`src/rtl/bonsai_pkg.sv`:
```
// Shared definitions for the bonsai merge-sort datapath.
// Holds the default item width, the run terminator value and the distributor FSM states.
package bonsai_pkg;

    localparam int BONSAI_DATA_W = 32;
    localparam int BONSAI_TERM   = 0;

    typedef enum logic {
        S_DATA = 1'b0,
        S_TERM = 1'b1
    } dist_state_t;

endpackage

```
`src/rtl/run_distributor.sv`:
```
// Cuts the sorted source stream into runs of RUN_LEN items plus a terminator word.
// Runs are dealt alternately to merger lanes 1 and 2; only the active lane is ever written.
module run_distributor
    import bonsai_pkg::*;
#(
    parameter int                DATA_W  = BONSAI_DATA_W,
    parameter int                RUN_LEN = 4,
    parameter logic [DATA_W-1:0] TERM    = DATA_W'(BONSAI_TERM)
) (
    input  logic              i_clk,
    input  logic              i_rst_n,
    input  logic [DATA_W-1:0] i_fifo_in,
    input  logic              i_fifo_in_empty,
    output logic              o_fifo_in_read,
    input  logic              i_fifo_1_ready,
    input  logic              i_fifo_2_ready,
    output logic              o_fifo_1_write,
    output logic              o_fifo_2_write,
    output logic [DATA_W-1:0] o_data,
    input  logic              i_flush,
    output logic [15:0]       o_runs,
    output logic              o_lane
);

    localparam int CNT_W = $clog2(RUN_LEN + 1);
    localparam logic [CNT_W-1:0] RUN_LEN_C = CNT_W'(RUN_LEN);

    dist_state_t      state, state_n;
    logic             lane, lane_n;
    logic [CNT_W-1:0] cnt, cnt_n;
    logic             flush_pend, flush_pend_n;
    logic [15:0]      runs_n;
    logic             ready_lane;
    logic             flush_any;
    logic             do_read;
    logic             do_write;

    assign ready_lane = lane ? i_fifo_2_ready : i_fifo_1_ready;
    assign flush_any  = flush_pend | i_flush;

    always_ff @(posedge i_clk or negedge i_rst_n) begin
        if (!i_rst_n) begin
            state      <= S_DATA;
            lane       <= 1'b0;
            cnt        <= '0;
            flush_pend <= 1'b0;
            o_runs     <= 16'd0;
        end else begin
            state      <= state_n;
            lane       <= lane_n;
            cnt        <= cnt_n;
            flush_pend <= flush_pend_n;
            o_runs     <= runs_n;
        end
    end

    always_comb begin
        state_n      = state;
        lane_n       = lane;
        cnt_n        = cnt;
        flush_pend_n = flush_pend;
        runs_n       = o_runs;
        do_read      = 1'b0;
        do_write     = 1'b0;
        o_data       = i_fifo_in;

        case (state)
            S_DATA: begin
                if (!i_fifo_in_empty && ready_lane) begin
                    do_read  = 1'b1;
                    do_write = 1'b1;
                    cnt_n    = cnt + CNT_W'(1);
                    if (cnt_n == RUN_LEN_C || flush_any) begin
                        state_n      = S_TERM;
                        flush_pend_n = flush_any;
                    end
                end else if (flush_any) begin
                    // A flush with nothing in the run is dropped so no empty runs are emitted.
                    if (cnt != '0) begin
                        state_n      = S_TERM;
                        flush_pend_n = 1'b1;
                    end else begin
                        flush_pend_n = 1'b0;
                    end
                end
            end

            S_TERM: begin
                o_data = TERM;
                if (ready_lane) begin
                    do_write     = 1'b1;
                    cnt_n        = '0;
                    lane_n       = ~lane;
                    runs_n       = o_runs + 16'd1;
                    flush_pend_n = 1'b0;
                    state_n      = S_DATA;
                end
            end

            default: begin
                state_n = S_DATA;
            end
        endcase
    end

    // Strobes are gated by reset directly so they drop the instant reset asserts.
    assign o_fifo_in_read = do_read & i_rst_n;
    assign o_fifo_1_write = do_write & ~lane & i_rst_n;
    assign o_fifo_2_write = do_write & lane & i_rst_n;
    assign o_lane         = lane;

endmodule

```
`config.mk`:
```
export PLATFORM = sky130hd
export DESIGN_NAME = run_distributor
export DESIGN_NICKNAME = d
export VERILOG_FILES = /design/src/rtl/bonsai_pkg.sv /design/src/rtl/run_distributor.sv
export SDC_FILE = /design/constraint.sdc
export NUM_CORES = 1
export LEC_CHECK = 0
export CAP_MARGIN = 20
export CORE_AREA = 3 3 70 72
export DETAILED_ROUTE_END_ITERATION = 12
export DIE_AREA = 0 0 73 75
export PLACE_DENSITY = 0.66
export SLEW_MARGIN = 20
export SYNTH_ARGS = -nofsm -noshare
export SYNTH_HDL_FRONTEND = slang
export SYNTH_SLANG_ARGS = --single-unit
```
`constraint.sdc`:
```
create_clock -name i_clk -period 1.75 [get_ports i_clk]
set_input_delay 0.2625 -clock i_clk [delete_from_list [all_inputs] [get_ports i_clk]]
set_output_delay 0.2625 -clock i_clk [all_outputs]
set_load 0.05 [all_outputs]
```
After elaboration in Yosys (flattened, before gate mapping)

Cells that the tools add are included.

Logic and storage cells: 47
Flip-flop bits (word level): 22
Output and inout bits: 52
Input port bits: 38

Add/subtract/negate cells: 2
Bitwise logic cells: 8
Equal/unequal tests: 5
Reductions and logical operators: 7
Multiplexer cells: 20

Operators with widths:

| cell                                                                    | number |
|---|---|
| 32-bit 2-to-1 mux                                                       | 1 |
| 16-bit by 1-bit adder with 16-bit output, second input constant         | 1 |
| 1-bit 2-to-1 mux                                                        | 13 |
| 3-bit 2-to-1 mux                                                        | 2 |
| 3-bit inequality test, second input constant                            | 2 |
| 1-bit case mux with 2 select lines                                      | 3 |
| 3-bit case mux with 2 select lines                                      | 1 |
| 1-bit bitwise AND                                                       | 5 |
| 2-bit AND reduction                                                     | 2 |
| 3-bit by 1-bit adder with 3-bit output, second input constant           | 1 |
| 3-bit == test, second input constant                                    | 1 |
| 3-bit AND reduction                                                     | 1 |
| 3-bit nonzero test                                                      | 1 |
| 2-bit by 1-bit inequality test with 1-bit output, second input constant | 1 |
| 2-bit inequality test, second input constant                            | 1 |
| 1-bit inverter                                                          | 2 |
| 1-bit logical AND                                                       | 1 |
| 1-bit zero test                                                         | 1 |
| 1-bit logical OR                                                        | 1 |
| 1-bit bitwise OR                                                        | 1 |

Logic depth before layout (Yosys ltp)

Gate-level depths: netlist (run 1).

Depth in word-level cells: 6
Mapped depth: 5
Depth with buffers taken out: 5

Worst setup path after synthesis (run 1)

No wires, ideal clock.

Path type: register to output
Start: reg lane, in the netlist o_lane
End: out o_fifo_in_read
Data required time: 1.487 ns
Slack: -1.274 ns
Stages on the path, launching flop included: 4
Arrival: 2.761 ns
Cells stage by stage: dfrtp_1 -> mux2i_1 -> buf_4 -> nor4b_1

Longest elaborated chain between the ends: 5

RTL lines:

| item                   | RTL line               | text |
|---|---|---|
| start, declared        | run_distributor.sv:29  | `logic lane, lane_n;` |
| start signal, assigned | run_distributor.sv:50  | `lane <= lane_n;` |
| 1-bit 2-to-1 mux       | run_distributor.sv:38  | `assign ready_lane = lane ? i_fifo_2_ready : i_fifo_1_ready;` |
| 1-bit logical AND      | run_distributor.sv:69  | `if (!i_fifo_in_empty && ready_lane) begin` |
| 1-bit 2-to-1 mux       | run_distributor.sv:69  |  |
| 1-bit 2-to-1 mux       | run_distributor.sv:67  | `case (state)` |
| 1-bit bitwise AND      | run_distributor.sv:107 | `assign o_fifo_in_read = do_read & i_rst_n;` |
| end, declared          | run_distributor.sv:14  | `output logic o_fifo_in_read,` |

No other way between the ends.

Worst setup path after layout (run 1)

Ends and elaborated chain as after synthesis.

==> results.md, run 1 <==
* Status: completed
* Final setup viols at 0
* Total GRT Usage at 0.1240
* Num CTS Buffers at 3
* YS warnings at 0
* Yosys cell types at 29
* Req. time, crit path at 1.49 ns
* WHS Endpoint: o_lane
* Critical path's top delay family: flip-flops
* Final Util at 0.5287
* Drt pass-1 iters at 4
* Top cells by area, synth: dfrtp_1 42%, nor2b_1 16%, xnor2_1 8.8%
* CP cell instances: mux2i_1 > buf_4 > nor4b_4 > buf_12
* Critical path origin: o_lane
* IO Pins at 90
* Post-DP HPWL at 2761 um
* Sequential fraction of the synthesis area at 0.4247
* Final count of pins violating max slew at 0
* Post-Route WL at 3368 um
* Final ANT Viol Nets at 0
* Final Hold Fails at 0
* WP buf/inv at 2
* Clock transition at the registers of the reported paths at 0.07 ns
* Peak supply drop at 917.7 uV
* RSZ-0062 raised after global routing: yes
* Hold_buf cts at 0
* Via Count at 1,285
* Starting density of the core at 0.2977
* Busiest grt layer: met2
* Met1 usage at 0.1555
* Worst setup margin at 0.04057 ns
* Skew-Pair Late Insertion Delay at 0.25 ns
* CP max-delay cell: dfrtp_2
* Worst min-delay path category: primary input to register
* Final period util at 0.9768
* Commonest non-fill, non-tap cell in the layout: buf_4
* Commonest non-fill, non-tap cells in the layout: 60 x buf_4, 35 x clkdlybuf4s50_1, 34 x nor2b_1
* Synth Instances at 136
* RR Endpoint: o_runs[10]
* Max FO, Critical Path at 4
* Synthesized flop and latch total at 22
* Clock skew at 0.002247 ns
* Vias per cell at 4.525
* Vias in the first global route at 1,247
* H-tree depth at 1
* WL/cell at 11.86 um
* Area leader, netlist: dfrtp_1
* Post-synth EDFFs at 0
* Final net count at 275
* Crit. End Element: output port
* Antenna diodes at 0
* Initial DRC count at 71
* Lkg Pwr at 1.059 nW
* Reg2reg start: o_lane
* PD cells at 1563 nW/um2
* Largest net degree at the start of global routing at 25
* Worst slew margin at 0.7708
* Cells on Worst Hold Path at 2
* DIE WIDTH at 73 um
* Maximum Capacitance Violations at 0
* Crit path launch type: register
* Clock root cell: clkbuf_8
* Share of layout cells above drive strength 1 at 0.3233
* Ys flop type: dfrtp_1
* Gpl congestion at 0.6820
* CTS tree: yes
* HP Start: i_fifo_2_ready
* R2r worst-path depth at 6
* Clock Tree Buf Depth at 2
* Port bufs at 89
* Synthesized cell area at 1296 um2
* Met3 GRT Util at 0.03605
* Chip Height at 75 um
* Initial antenna violation count at 0
* Worst slack, placed at -0.1204 ns
* Setup CP Type: register to output port
* Yosys top cell area share at 0.4247
* Area growth, synth to finish at 77.61%
* Clk sinks at 22
* Worst path max stage delay at 0.43 ns
* Drc violations at 0
* Critical Path AT at 1.45 ns
* Row count at 24
* Remaining Overflow, GRT at 0
* Minimum clock period at 1.709 ns
* First-pass GRT wire length at 5430 um
* Syn_area_per_cell at 9.531 um2
* Peak Freq at 0.5850 GHz
* Die area at 5475 um2
* Tightest Pin Transition at 0.3413 ns
* Reg2reg setup slack at 0.18 ns
* Met2 Resource Use GR at 0.2066
* Core area at 4354 um2
* Post-synth ARST share at 1.000
* Syn Nets at 178
==> metal layers <==
layer	vias to the layer above	part of all wire
li1	645	-
met1	571	0.42
met2	67	0.46
met3	2	0.10
met4	0	0.0062
met5	-	0
==> cell usage after synthesis, types with 2 or more instances <==
library cell	number
nand4_1	4
dfrtp_1	22
nor2b_1	34
xor2_1	2
nand2_1	11
a21oi_1	5
nor3b_1	2
nand3_1	5
clkbuf_1	6
inv_1	3
and4_1	2
nor4b_1	2
o21ai_0	3
ha_1	4
xnor2_1	13
nor2_1	4
and3_1	2
==> worst register-to-register path: stages, from the launching register on <==
cell      delay [ns]
dfrtp_2         0.43
mux2i_1         0.12
buf_4           0.16
buf_4           0.14
and4bb_2        0.34
nand4_1         0.13
xnor2_1         0.14
==> cell families (layout without fill, tap and decap cells) <==
logic type,after synthesis,after routing,synth area share
buf+inv,11,107,0.03571
flops,22,22,0.4247
compound gates,12,12,0.05406
simple gates,70,70,0.3291
fa+ha+maj,4,4,0.03861
xor+xnor,15,15,0.1014
mux,2,2,0.01641
==> through the flow <==
stage / cell area, um2 / hold slack, ns / cells / setup TNS [ns] / power (mW)
CTS: 2262 / 0.4974 / 281 / 0 / 3.586
finish: 2302 / 0.2662 / 284 / 0 / 3.598
global route: 2302 / 0.2748 / 284 / -0.03591 / 3.816
global placement: 2206 / 0.4637 / 277 / -0.2286 / 3.207
floorplan: 1318 / -0.03309 / 136 / -0.07342 / 2.431
detailed placement: 2206 / 0.4868 / 277 / -0.4194 / 3.225
==> final cells by class <==
| type | instances | area (um2) |
|---|---|---|
| Timing Repair Buffer | 100 | 890.9 |
| Multi-Input combinational cell | 103 | 726.9 |
| Fill cell | 406 | 2052 |
| Clock buffer | 4 | 55.05 |
| Inverter | 3 | 11.26 |
| Sequential cell | 22 | 553.0 |
| Tap cell | 52 | 65.06 |
==> state kept, by name, summed over array words and instances, names as in the netlist <==
register	flops
cnt	3
o_lane	1
state	1
o_runs	16
flush_pend	1
==> how the worst max path moves through the flow <==
stage / endpoint / slack (ns) / cells after the start
after floorplan: o_fifo_in_read / -0.07 / 3
after global placement: o_runs[13] / -0.08 / 6
after detailed placement: o_runs[13] / -0.12 / 6
after CTS: o_fifo_in_read / 0.0001 / 5
after global routing: o_fifo_in_read / -0.04 / 4
final: o_fifo_in_read / 0.04 / 4
==> where the power goes <==
part	internal [mW]	leakage, nW	switching (mW)
sequential	0.639	0.286	0.171
clock	0.200	0.0288	0.150
combinational	0.834	0.744	1.60
total	1.67	1.06	1.92
==> timing repair <==
item                       4_1_cts  5_1_grt
pin swaps                        0        2
buffers inserted                 0        3
resized for setup                1        4
setup endpoints to repair        1        2
cloned                           0        0
Note: power is estimated with default switching activity, not from simulation.
==> run 2, diff against run 1 <==
- SLEW_MARGIN: 20 -> 5
==> results of run 2 <==
Final layout, timing and power as in run 1 (identical DEF).
==> run 3, diff against run 2 <==
- GPL_ROUTABILITY_DRIVEN: not set -> 0
- MAX_ROUTING_LAYER: not set -> met4
==> results.md, run 3 (synthesis gave the netlist of run 1 again) <==
* WL/cell at 11.83 um (-0.21%)
* R2r worst-path depth at 6 (unchanged)
* Post-Route WL at 3361 um (-0.21%)
* Max FO, Critical Path at 4 (unchanged)
* Req. time, crit path at 1.49 ns (about the same)
* Sw Share at 0.5350 (about the same)
* Clock transition at the registers of the reported paths at 0.07 ns (about the same)
* Final setup TNS at 0 ns (unchanged)
* CP cell instances: mux2i_1 > buf_4 > nor4b_4 > buf_12
* Clk sinks at 22 (unchanged)
* Critical Path AT at 1.45 ns (about the same)
* Crit path launch type: register
* Setup CP Type: register to output port
* H-tree depth at 1 (unchanged)
* Maximum Capacitance Violations at 0 (unchanged)
* Fill count at 406 (unchanged)
* Largest Register: o_runs
* First-pass GRT wire length at 5437 um (+0.13%)
* Commonest non-fill, non-tap cell in the layout: buf_4
* Area occupied by multi-input gates at 726.9 um2 (unchanged)
* Reg area at 553.0 um2 (unchanged)
* Clock group share of total power at 0.097 (about the same)
* Peak supply drop at 918.1 uV (about the same)
* Drt pass-1 iters at 4 (unchanged)
* Port bufs at 89 (unchanged)
* Peak Freq at 0.5850 GHz (about the same)
* Area growth, synth to finish at 77.61% (unchanged)
* Busiest grt layer: met2
* Met3 GRT Util at 0.02270 (-0.01335)
* DIE WIDTH at 73 um (unchanged)
* Final setup viols at 0 (unchanged)
* Hold_buf cts at 0 (unchanged)
* Core area at 4354 um2 (unchanged)
* RSZ-0062 raised after global routing: yes
* Cells on Worst Hold Path at 2 (unchanged)
* Final ANT Viol Nets at 0 (unchanged)
* Share of layout cells above drive strength 1 at 0.3233 (unchanged)
* Vias in the first global route at 1,246 (-0.080%)
* Lkg Pwr at 1.059 nW (unchanged)
* Reg2reg start: o_lane
* Final Hold Fails at 0 (unchanged)
* Critical path's top delay family: flip-flops
* Sequential share of power at 0.225 (about the same)
* Final Util at 0.5287 (unchanged)
* CTS tree: yes
* Worst min-delay path category: primary input to register
* WP buf/inv at 2 (unchanged)
* Drc violations at 0 (unchanged)
* Worst slew margin at 0.7707 (about the same)
* Largest net degree at the start of global routing at 25 (unchanged)
* Crit. End Element: output port
* Row count at 24 (unchanged)
* Combinational Power Share at 0.677 (about the same)
* Starting density of the core at 0.2977 (unchanged)
* Commonest non-fill, non-tap cells in the layout: 60 x buf_4, 35 x clkdlybuf4s50_1, 34 x nor2b_1
* Int Power at 1.673 mW (about the same)
* Initial antenna violation count at 0 (unchanged)
* Via Count at 1,285 (unchanged)
* Final period util at 0.9768 (about the same)
* Status: completed
* Critical path origin: o_lane
* Largest regs: o_runs: 16 flops, cnt: 3 flops
* Post-DP HPWL at 2761 um (unchanged)
* Vias per cell at 4.525 (unchanged)
* Minimum clock period at 1.709 ns (-0.0001055 ns)
* PD cells at 1563 nW/um2 (about the same)
* Final count of pins violating max slew at 0 (unchanged)
* Skew-Pair Late Insertion Delay at 0.25 ns (about the same)
* Num CTS Buffers at 3 (unchanged)
* Met2 Resource Use GR at 0.2066 (unchanged)
* Final net count at 275 (unchanged)
* Clock Tree Buf Depth at 2 (unchanged)
* Die area at 5475 um2 (unchanged)
* Initial DRC count at 68 (-4.2%)
* Total GRT Usage at 0.1278 (+0.003862)
* Antenna diodes at 0 (unchanged)
* Levels on crit path at 4 (unchanged)
* Switching pwr at 1.925 mW (about the same)
* Clock root cell: clkbuf_8
* Remaining Overflow, GRT at 0 (unchanged)
* HP Start: i_fifo_2_ready
* CP max-delay cell: dfrtp_2
* Met1 usage at 0.1637 (+0.008183)
* IO Pins at 90 (unchanged)
* Tightest Pin Transition at 0.3413 ns (+0.00002205 ns)
* Chip Height at 75 um (unchanged)
* Largest register FFs at 16 (unchanged)
* Clock skew at 0.002263 ns (+0.00001571 ns)
* Worst path max stage delay at 0.43 ns (about the same)
## run 3: worst paths after layout
kind / slack [ns] / endpoint
worst max-delay path: 0.04 / o_fifo_in_read
worst min-delay path: 0.27 / o_lane
worst max register to register: 0.18 / o_runs[10]
worst min register to register: 0.49 / o_runs[15]
max in group asynchronous: 0.95 / o_lane
min in group asynchronous: 0.57 / o_runs[6]
## run 3: layout make-up
| class | count | share of cell area |
|---|---|---|
| multi-input combinational | 103 | 0.3158 |
| clock buffer | 4 | 0.02391 |
| timing repair buffer | 100 | 0.3870 |
| tap | 52 | 0.02826 |
| inverter | 3 | 0.004891 |
| sequential | 22 | 0.2402 |
## run 3: routing by layer
metal  share of wire  vias up
li1                -      645
met1            0.45      571
met2            0.46       67
met3           0.082        2
met4          0.0077        0
met5               0        -
## run 3: power groups by stage
stage	Sequential, mW	Clock (mW)	Combinational (mW)
global placement	0.820	0	2.39
global route	0.838	0.391	2.59
CTS	0.818	0.364	2.40
floorplan	1.05	0	1.39
finish	0.811	0.350	2.44
detailed placement	0.826	0	2.40
## run 3: per-stage QoR
step	cells	cell area (um2)	setup WS [ns]	hold slack, ns	power, mW
floorplan	136	1318	-0.07342	-0.03309	2.431
global placement	277	2206	-0.08021	0.4637	3.207
detailed placement	277	2206	-0.1204	0.4868	3.225
CTS	281	2262	0.0001379	0.4974	3.586
global route	284	2302	-0.03590	0.2748	3.815
finish	284	2302	0.04067	0.2663	3.598
## run 3: what timing repair did
item	4_1_cts	5_1_grt
cloned	0	0
endpoints found under the setup margin	1	2
resized for setup	1	4
pin swaps	0	2
setup buffers	0	3
## run 3: worst register-to-register path, stage by stage (launching register included)
cell and delay [ns]:
dfrtp_2 0.43, mux2i_1 0.12, buf_4 0.16, buf_4 0.14, and4bb_2 0.34, nand4_1 0.13
xnor2_1 0.14
